$ cat src/rtl/mem_access_stage_if.sv
// Data-memory bus between the memory-access stage and data memory.
//   req   : request, held high until ack
//   we    : 1 = write, 0 = read
//   addr  : word-aligned byte address
//   wdata : store data
//   ack   : memory completes the request this cycle
//   rdata : load data, valid together with ack
// The master modport is the stage side; the slave modport is the memory side.
interface mem_access_stage_if #(
    parameter int DATA_W = 32
);
    logic              req;
    logic              we;
    logic [DATA_W-1:0] addr;
    logic [DATA_W-1:0] wdata;
    logic              ack;
    logic [DATA_W-1:0] rdata;

    modport master (output req, output we, output addr, output wdata,
                    input  ack, input  rdata);
    modport slave  (input  req, input  we, input  addr, input  wdata,
                    output ack, output rdata);
endinterface

$ cat src/rtl/mem_access_stage.sv
// Memory-access pipeline stage.
// Takes execute records; non-memory records are forwarded to writeback
// one cycle later, LW/SW records run a req/ack transaction on the data
// memory bus while holding the upstream stage off via ex_ready.
// Ports:
//   clk, rst_n           clock, asynchronous active-low reset
//   ex_*                 execute record in; ex_ready = stage can accept
//   dmem (master)        data-memory request/ack bus
//   wb_*                 one-cycle writeback record
//   mem_err              sticky timeout flag; stage is dead until reset
module mem_access_stage #(
    parameter int DATA_W      = 32,
    parameter int MEM_TIMEOUT = 16
) (
    input  logic              clk,
    input  logic              rst_n,
    input  logic              ex_valid,
    input  logic [DATA_W-1:0] ex_res,
    input  logic [DATA_W-1:0] ex_store_data,
    input  logic [4:0]        ex_rd,
    input  logic              ex_write_reg,
    input  logic              ex_load_en,
    input  logic              ex_store_en,
    output logic              ex_ready,
    mem_access_stage_if.master dmem,
    output logic              wb_valid,
    output logic              wb_write_reg,
    output logic [4:0]        wb_rd,
    output logic [DATA_W-1:0] wb_data,
    output logic              mem_err
);
    localparam int CNT_W = $clog2(MEM_TIMEOUT + 1);
    // Last wait cycle: after it the counter would reach MEM_TIMEOUT.
    localparam logic [CNT_W-1:0] CNT_LAST = CNT_W'(MEM_TIMEOUT - 1);

    typedef enum logic [1:0] {IDLE, WAIT_ACK, ERR} state_t;

    state_t            state_reg, state_next;
    logic [CNT_W-1:0]  cnt_reg, cnt_next;
    logic              req_reg, req_next;
    logic              we_reg, we_next;
    logic [DATA_W-1:0] addr_reg, addr_next;
    logic [DATA_W-1:0] wdata_reg, wdata_next;
    logic [4:0]        rd_cap_reg, rd_cap_next;
    logic              wr_cap_reg, wr_cap_next;
    logic              wb_valid_reg, wb_valid_next;
    logic              wb_wr_reg, wb_wr_next;
    logic [4:0]        wb_rd_reg, wb_rd_next;
    logic [DATA_W-1:0] wb_data_reg, wb_data_next;
    logic              err_reg, err_next;

    logic is_mem;
    assign is_mem = ex_load_en || ex_store_en;

    always_comb begin
        state_next    = state_reg;
        cnt_next      = cnt_reg;
        req_next      = req_reg;
        we_next       = we_reg;
        addr_next     = addr_reg;
        wdata_next    = wdata_reg;
        rd_cap_next   = rd_cap_reg;
        wr_cap_next   = wr_cap_reg;
        wb_valid_next = 1'b0;
        wb_wr_next    = wb_wr_reg;
        wb_rd_next    = wb_rd_reg;
        wb_data_next  = wb_data_reg;
        err_next      = err_reg;

        case (state_reg)
            IDLE: begin
                if (ex_valid) begin
                    if (is_mem) begin
                        state_next  = WAIT_ACK;
                        cnt_next    = '0;
                        req_next    = 1'b1;
                        // Both enables set is treated as a load.
                        we_next     = ex_store_en && !ex_load_en;
                        addr_next   = {ex_res[DATA_W-1:2], 2'b00};
                        wdata_next  = ex_store_data;
                        rd_cap_next = ex_rd;
                        // Stores never write the register file, so fold
                        // that into the captured flag now.
                        wr_cap_next = ex_load_en && ex_write_reg && (ex_rd != 5'd0);
                    end else begin
                        wb_valid_next = 1'b1;
                        wb_wr_next    = ex_write_reg && (ex_rd != 5'd0);
                        wb_rd_next    = ex_rd;
                        wb_data_next  = ex_res;
                    end
                end
            end
            WAIT_ACK: begin
                if (dmem.ack) begin
                    // Ack has priority over a timeout in the same cycle.
                    state_next    = IDLE;
                    cnt_next      = '0;
                    req_next      = 1'b0;
                    wb_valid_next = 1'b1;
                    wb_wr_next    = wr_cap_reg;
                    wb_rd_next    = rd_cap_reg;
                    wb_data_next  = we_reg ? '0 : dmem.rdata;
                end else if (cnt_reg == CNT_LAST) begin
                    state_next = ERR;
                    cnt_next   = '0;
                    req_next   = 1'b0;
                    err_next   = 1'b1;
                end else begin
                    cnt_next = cnt_reg + 1'b1;
                end
            end
            ERR: begin
                err_next = 1'b1;
            end
            default: begin
                state_next = IDLE;
            end
        endcase
    end

    always_ff @(posedge clk or negedge rst_n) begin
        if (!rst_n) begin
            state_reg    <= IDLE;
            cnt_reg      <= '0;
            req_reg      <= 1'b0;
            we_reg       <= 1'b0;
            addr_reg     <= '0;
            wdata_reg    <= '0;
            rd_cap_reg   <= '0;
            wr_cap_reg   <= 1'b0;
            wb_valid_reg <= 1'b0;
            wb_wr_reg    <= 1'b0;
            wb_rd_reg    <= '0;
            wb_data_reg  <= '0;
            err_reg      <= 1'b0;
        end else begin
            state_reg    <= state_next;
            cnt_reg      <= cnt_next;
            req_reg      <= req_next;
            we_reg       <= we_next;
            addr_reg     <= addr_next;
            wdata_reg    <= wdata_next;
            rd_cap_reg   <= rd_cap_next;
            wr_cap_reg   <= wr_cap_next;
            wb_valid_reg <= wb_valid_next;
            wb_wr_reg    <= wb_wr_next;
            wb_rd_reg    <= wb_rd_next;
            wb_data_reg  <= wb_data_next;
            err_reg      <= err_next;
        end
    end

    assign ex_ready     = (state_reg == IDLE) && rst_n;
    assign dmem.req     = req_reg;
    assign dmem.we      = we_reg;
    assign dmem.addr    = addr_reg;
    assign dmem.wdata   = wdata_reg;
    assign wb_valid     = wb_valid_reg;
    assign wb_write_reg = wb_wr_reg;
    assign wb_rd        = wb_rd_reg;
    assign wb_data      = wb_data_reg;
    assign mem_err      = err_reg;
endmodule

$ cat src/flat_wrapper.sv
// flat-port wrapper written by rule: the top's interface ports become plain ports
module mem_access_stage_flat 
#(
    parameter int DATA_W      = 32,
    parameter int MEM_TIMEOUT = 16
)
  (clk, rst_n, ex_valid, ex_res, ex_store_data, ex_rd, ex_write_reg, ex_load_en, ex_store_en, ex_ready, wb_valid, wb_write_reg, wb_rd, wb_data, mem_err, dmem_req, dmem_we, dmem_addr, dmem_wdata, dmem_ack, dmem_rdata);
  mem_access_stage_if #(.DATA_W(DATA_W)) dmem_i ();
  input  logic clk;
  input  logic rst_n;
  input  logic ex_valid;
  input  logic [DATA_W-1:0] ex_res;
  input  logic [DATA_W-1:0] ex_store_data;
  input  logic [4:0] ex_rd;
  input  logic ex_write_reg;
  input  logic ex_load_en;
  input  logic ex_store_en;
  output logic ex_ready;
  output logic wb_valid;
  output logic wb_write_reg;
  output logic [4:0] wb_rd;
  output logic [DATA_W-1:0] wb_data;
  output logic mem_err;
  output wire logic [$bits(dmem_i.req)-1:0] dmem_req;
  output wire logic [$bits(dmem_i.we)-1:0] dmem_we;
  output wire logic [$bits(dmem_i.addr)-1:0] dmem_addr;
  output wire logic [$bits(dmem_i.wdata)-1:0] dmem_wdata;
  input wire logic [$bits(dmem_i.ack)-1:0] dmem_ack;
  input wire logic [$bits(dmem_i.rdata)-1:0] dmem_rdata;
  assign dmem_req = dmem_i.req;
  assign dmem_we = dmem_i.we;
  assign dmem_addr = dmem_i.addr;
  assign dmem_wdata = dmem_i.wdata;
  assign dmem_i.ack = dmem_ack;
  assign dmem_i.rdata = dmem_rdata;
  mem_access_stage #(.DATA_W(DATA_W), .MEM_TIMEOUT(MEM_TIMEOUT)) u_core (.clk(clk), .rst_n(rst_n), .ex_valid(ex_valid), .ex_res(ex_res), .ex_store_data(ex_store_data), .ex_rd(ex_rd), .ex_write_reg(ex_write_reg), .ex_load_en(ex_load_en), .ex_store_en(ex_store_en), .ex_ready(ex_ready), .dmem(dmem_i), .wb_valid(wb_valid), .wb_write_reg(wb_write_reg), .wb_rd(wb_rd), .wb_data(wb_data), .mem_err(mem_err));
endmodule
$ cat config.mk
export PLATFORM = sky130hd
export DESIGN_NAME = mem_access_stage_flat
export DESIGN_NICKNAME = d
export VERILOG_FILES = /design/src/rtl/mem_access_stage_if.sv /design/src/rtl/mem_access_stage.sv /design/src/flat_wrapper.sv
export SDC_FILE = /design/constraint.sdc
export NUM_CORES = 1
export LEC_CHECK = 0
export BUFFER_PORTS_ARGS = -buffer_cell sky130_fd_sc_hd__buf_2
export CAP_MARGIN = 20
export CORE_AREA = 2 2 119 121
export DETAILED_ROUTE_END_ITERATION = 10
export DIE_AREA = 0 0 121 123
export GPL_TIMING_DRIVEN = 0
export PLACE_DENSITY_LB_ADDON = 0.05
export SETUP_SLACK_MARGIN = 0.2
export SLEW_MARGIN = 20
export SYNTH_ARGS = -nofsm -noshare
export SYNTH_HDL_FRONTEND = slang
export SYNTH_SLANG_ARGS = --single-unit
$ cat constraint.sdc
create_clock -name clk -period 3.1 [get_ports clk]
set_input_delay 0.155 -clock clk [delete_from_list [all_inputs] [get_ports clk]]
set_output_delay 0.155 -clock clk [all_outputs]
set_load 0.02 [all_outputs]
==> impl_metrics.csv <==
group,metric,value,unit
status,outcome,"finished clean",
final_layout,layout-area-overhead-vs-synth,48.68,%
synthesis,area_fraction_of_the_dominant_cell_type_after_synthesis,0.5628,
global_routing,overflow,0,
drt,drtAntennaViolNets,0,
setup_path,crit_path_capture_type,"flop",
timing,grt_setup_unrepaired,"false",
global_routing,grt_util_all_layers,0.1999,
power_and_ir_drop,power_per_cell_area,823.8,nW/um2
place,post-dp-hpwl,10.01,mm
hold_path,timing.hold.worst.class,"input pin to flop",
die,i_o_pin_count,215,
die,dieArea,14880,um2
synthesis,synth_seq_area_share,0.5628,
clock_network,root_buffer,"clkbuf_16",
die,placementRows,43,
global_routing,wire_length_of_the_first_global_routing_pass,22.76,mm
timing,worst_clock_skew,0.009578,ns
run,max_cap_violations,0,
power_and_ir_drop,power.combinational.fraction,0.355,
timing,finalCriticalPeriod,2.055,ns
die,design.core.area,13610,um2
synthesis,synth_top_cells_by_count,"117 x dfrtp_1, 77 x mux2_2, 38 x a21oi_1, 36 x inv_1",
setup_path,crit_arrival,2.34,ns
clock_network,tritoncts.num_buffers,17,
final_layout,fillerInstances,1160,
clock_network,clock_pin_transition_on_the_worst_setup_and_hold_timing_paths,0.05,ns
timing,final_hold_viol_count,0,
global_routing,global_route_met1_utilization,0.2355,
synthesis,netlist_area,5202,um2
timing,timing_max_transition_violations_final,0,
global_routing,global_route.usage.met2,0.3332,
setup_path,worst_r2r_startpoint,"u_core.state_reg[1]$_DFFE_PN0P_",
drt,drc,0,
timing,setup_viol_count_final,0,
clock_network,worst_skew_pair.late_latency,0.41,ns
power_and_ir_drop,p_sw,2226,uW
synthesis,synth_enable_flop_cells,0,
die,die_y,123,um
power_and_ir_drop,power.share.sequential,0.365,
synthesis,synth_area_per_cell,13.10,um2
timing,fin_tns_setup,0,ns
timing,hold-worst-slack,0.02589,ns
drt,routed_wl,14.43,mm
power_and_ir_drop,intPower,4146,uW
synthesis,synth_seq_cells,117,
power_and_ir_drop,share_clk_of_total_power,0.280,
power_and_ir_drop,switching_share,0.3493,
clock_network,cts_tree,"done",
synthesis,main_synth_ff_type,"dfrtp_1",
power_and_ir_drop,static_leakage,0.003718,uW
setup_path,crit_fanout,10,
drt,wl_per_cell,16.24,um
synthesis,post-synth-top-area-cell,"dfrtp_1",
final_layout,design.final.nets,806,
synthesis,netlist_instances,397,
clock_network,clock_sink_count,117,
synthesis,netlist_top_cells_area,"dfrtp_1 56%, mux2_2 17%, mux2i_1 6.2%, nor4bb_1 6.2%, a21oi_1 3.7%",
drt,first_iter_violations,151,
synthesis,yosys_warnings,0,
drt,firstDrtPassIters,4,
synthesis,post_synth_num_cell_types,38,
place,place.port_buffers,212,
setup_path,cp_data_required_time,3.39,ns
timing,timing.final.crit_share,0.6630,
global_routing,grt_antenna_before_repair,1,
place,gp_routability_congestion,0.7911,
power_and_ir_drop,fin_total_pwr,6372,uW
timing,fmaxAchievable,486.6,MHz
drt,vias_per_cell,4.828,
timing,tightest_slew,0.6255,ns
final_layout,final_layout_size_suffix_gt1_frac,0.4718,
die,starting_density_of_the_core,0.3822,
hold_path,hp-start,"ex_rd[4]",
clock_network,h_tree_depth,4,
global_routing,grt_start_max_net_pins,70,
clock_network,post_cts_resize_count,0,
global_routing,first_global_vias,4538,
synthesis,post-synth-top-count-cell,"dfrtp_1",
setup_path,timing.setup.critical_path_class,"flop to flop",
setup_path,worstSetupStartpointType,"flop",
global_routing,grt.met3_usage,0.07657,
synthesis,synth-async-reset-ratio,1.000,
die,floorplan.die.width,121,um
timing,timing.max_slew.rel_slack,0.5821,
final_layout,finish.utilization,0.5683,
power_and_ir_drop,vdd.ir_drop.worst,0.0004434,V
clock_network,cts-root-to-sink-buffers,2,
global_routing,grt_most_used_layer,"met2",
drt,vias,4292,
setup_path,crit_start,"u_core.state_reg[1]$_DFFE_PN0P_",
-- power by group through the flow --
stage	Sequential [uW]	Clock (uW)	Combinational (uW)
after global placement	2320	0	2190
after floorplan	2960	0	758
after CTS	2330	1830	2290
final	2320	1790	2260
after global routing	2400	1910	2450
after detailed placement	2350	0	2210
-- layout by cell type, fill, tap and decap left out, types with 3 or more instances in the layout --
cell,n
a21oi_1,38
buf_2,214
buf_4,5
buf_6,6
clkbuf_1,18
clkbuf_16,17
clkbuf_8,3
clkinv_2,4
dfrtp_1,117
dlygate4sd3_1,67
inv_1,36
mux2_2,77
mux2i_1,32
nand2_1,4
nor4bb_1,32
o21ai_0,3
-- cells by family after synthesis --
family / synth area share
and+or+nand+nor: 0.08514
xor gates and xnor gates: 0.001684
DFF: 0.5628
AOI/OAI and AO/OA: 0.06133
buffers and inverters: 0.05772
other: 0.0007208
adders and majority gates: 0.002405
muxes: 0.2282
-- worst paths after layout --
| path | cells past startpoint | to | slack (ns) |
|---|---|---|---|
| min in group asynchronous | 2 | u_core.dmem.addr[10]$_DFFE_PN0P_ | 0.25 |
| max | 5 | u_core.dmem.wdata[10]$_DFFE_PN0P_ | 1.04 |
| max reg2reg | 5 | u_core.dmem.wdata[10]$_DFFE_PN0P_ | 1.04 |
| max in group asynchronous | 3 | u_core.rd_cap_reg[3]$_DFFE_PN0P_ | 2.13 |
| min | 2 | u_core.rd_cap_reg[4]$_DFFE_PN0P_ | 0.03 |
| min reg2reg | 1 | u_core.mem_err$_DFFE_PN0P_ | 0.49 |
-- worst max-delay path, cell delays in order (launching register included) --
cell,delay (ns)
dfrtp_1,0.46
nor3b_1,0.55
o21a_1,0.21
buf_4,0.20
buf_6,0.17
mux2_2,0.35
-- what timing repair did --
| action | CTS | global route |
|---|---|---|
| hold endpoints to repair | 115 | 0 |
| hold buffers | 67 | 0 |
| buffers inserted | 0 | 0 |
-- layer usage --
layer / routed length (um) / share of wire
met5: 0 / 0
met3: 1166 / 0.081
met1: 6074 / 0.42
met4: 260 / 0.018
met2: 6932 / 0.48
-- metrics by stage --
step / std cells / instance area, um2 / setup WS, ns
after floorplan: 398 / 5206 / 1.333
after global placement: 790 / 6492 / 0.2046
after detailed placement: 791 / 6526 / 0.9687
after CTS: 888 / 7732 / 0.9441
after global routing: 888 / 7732 / 0.8378
final: 889 / 7735 / 1.045
-- final cells by class --
type / instances / area, um2 / share of cell area
Buffer: 28 / 165.2 / 0.02135
Clock buffer: 25 / 485.5 / 0.06276
Tap cell: 180 / 225.2 / 0.02912
Clock inverter: 5 / 50.05 / 0.006470
Timing Repair Buffer: 280 / 1765 / 0.2282
Inverter: 36 / 135.1 / 0.01747
Multi-Input combinational cell: 217 / 1978 / 0.2557
Antenna cell: 1 / 2.502 / 0.0003235
Sequential cell: 117 / 2928 / 0.3785
Power figures use the tool's default switching activity.
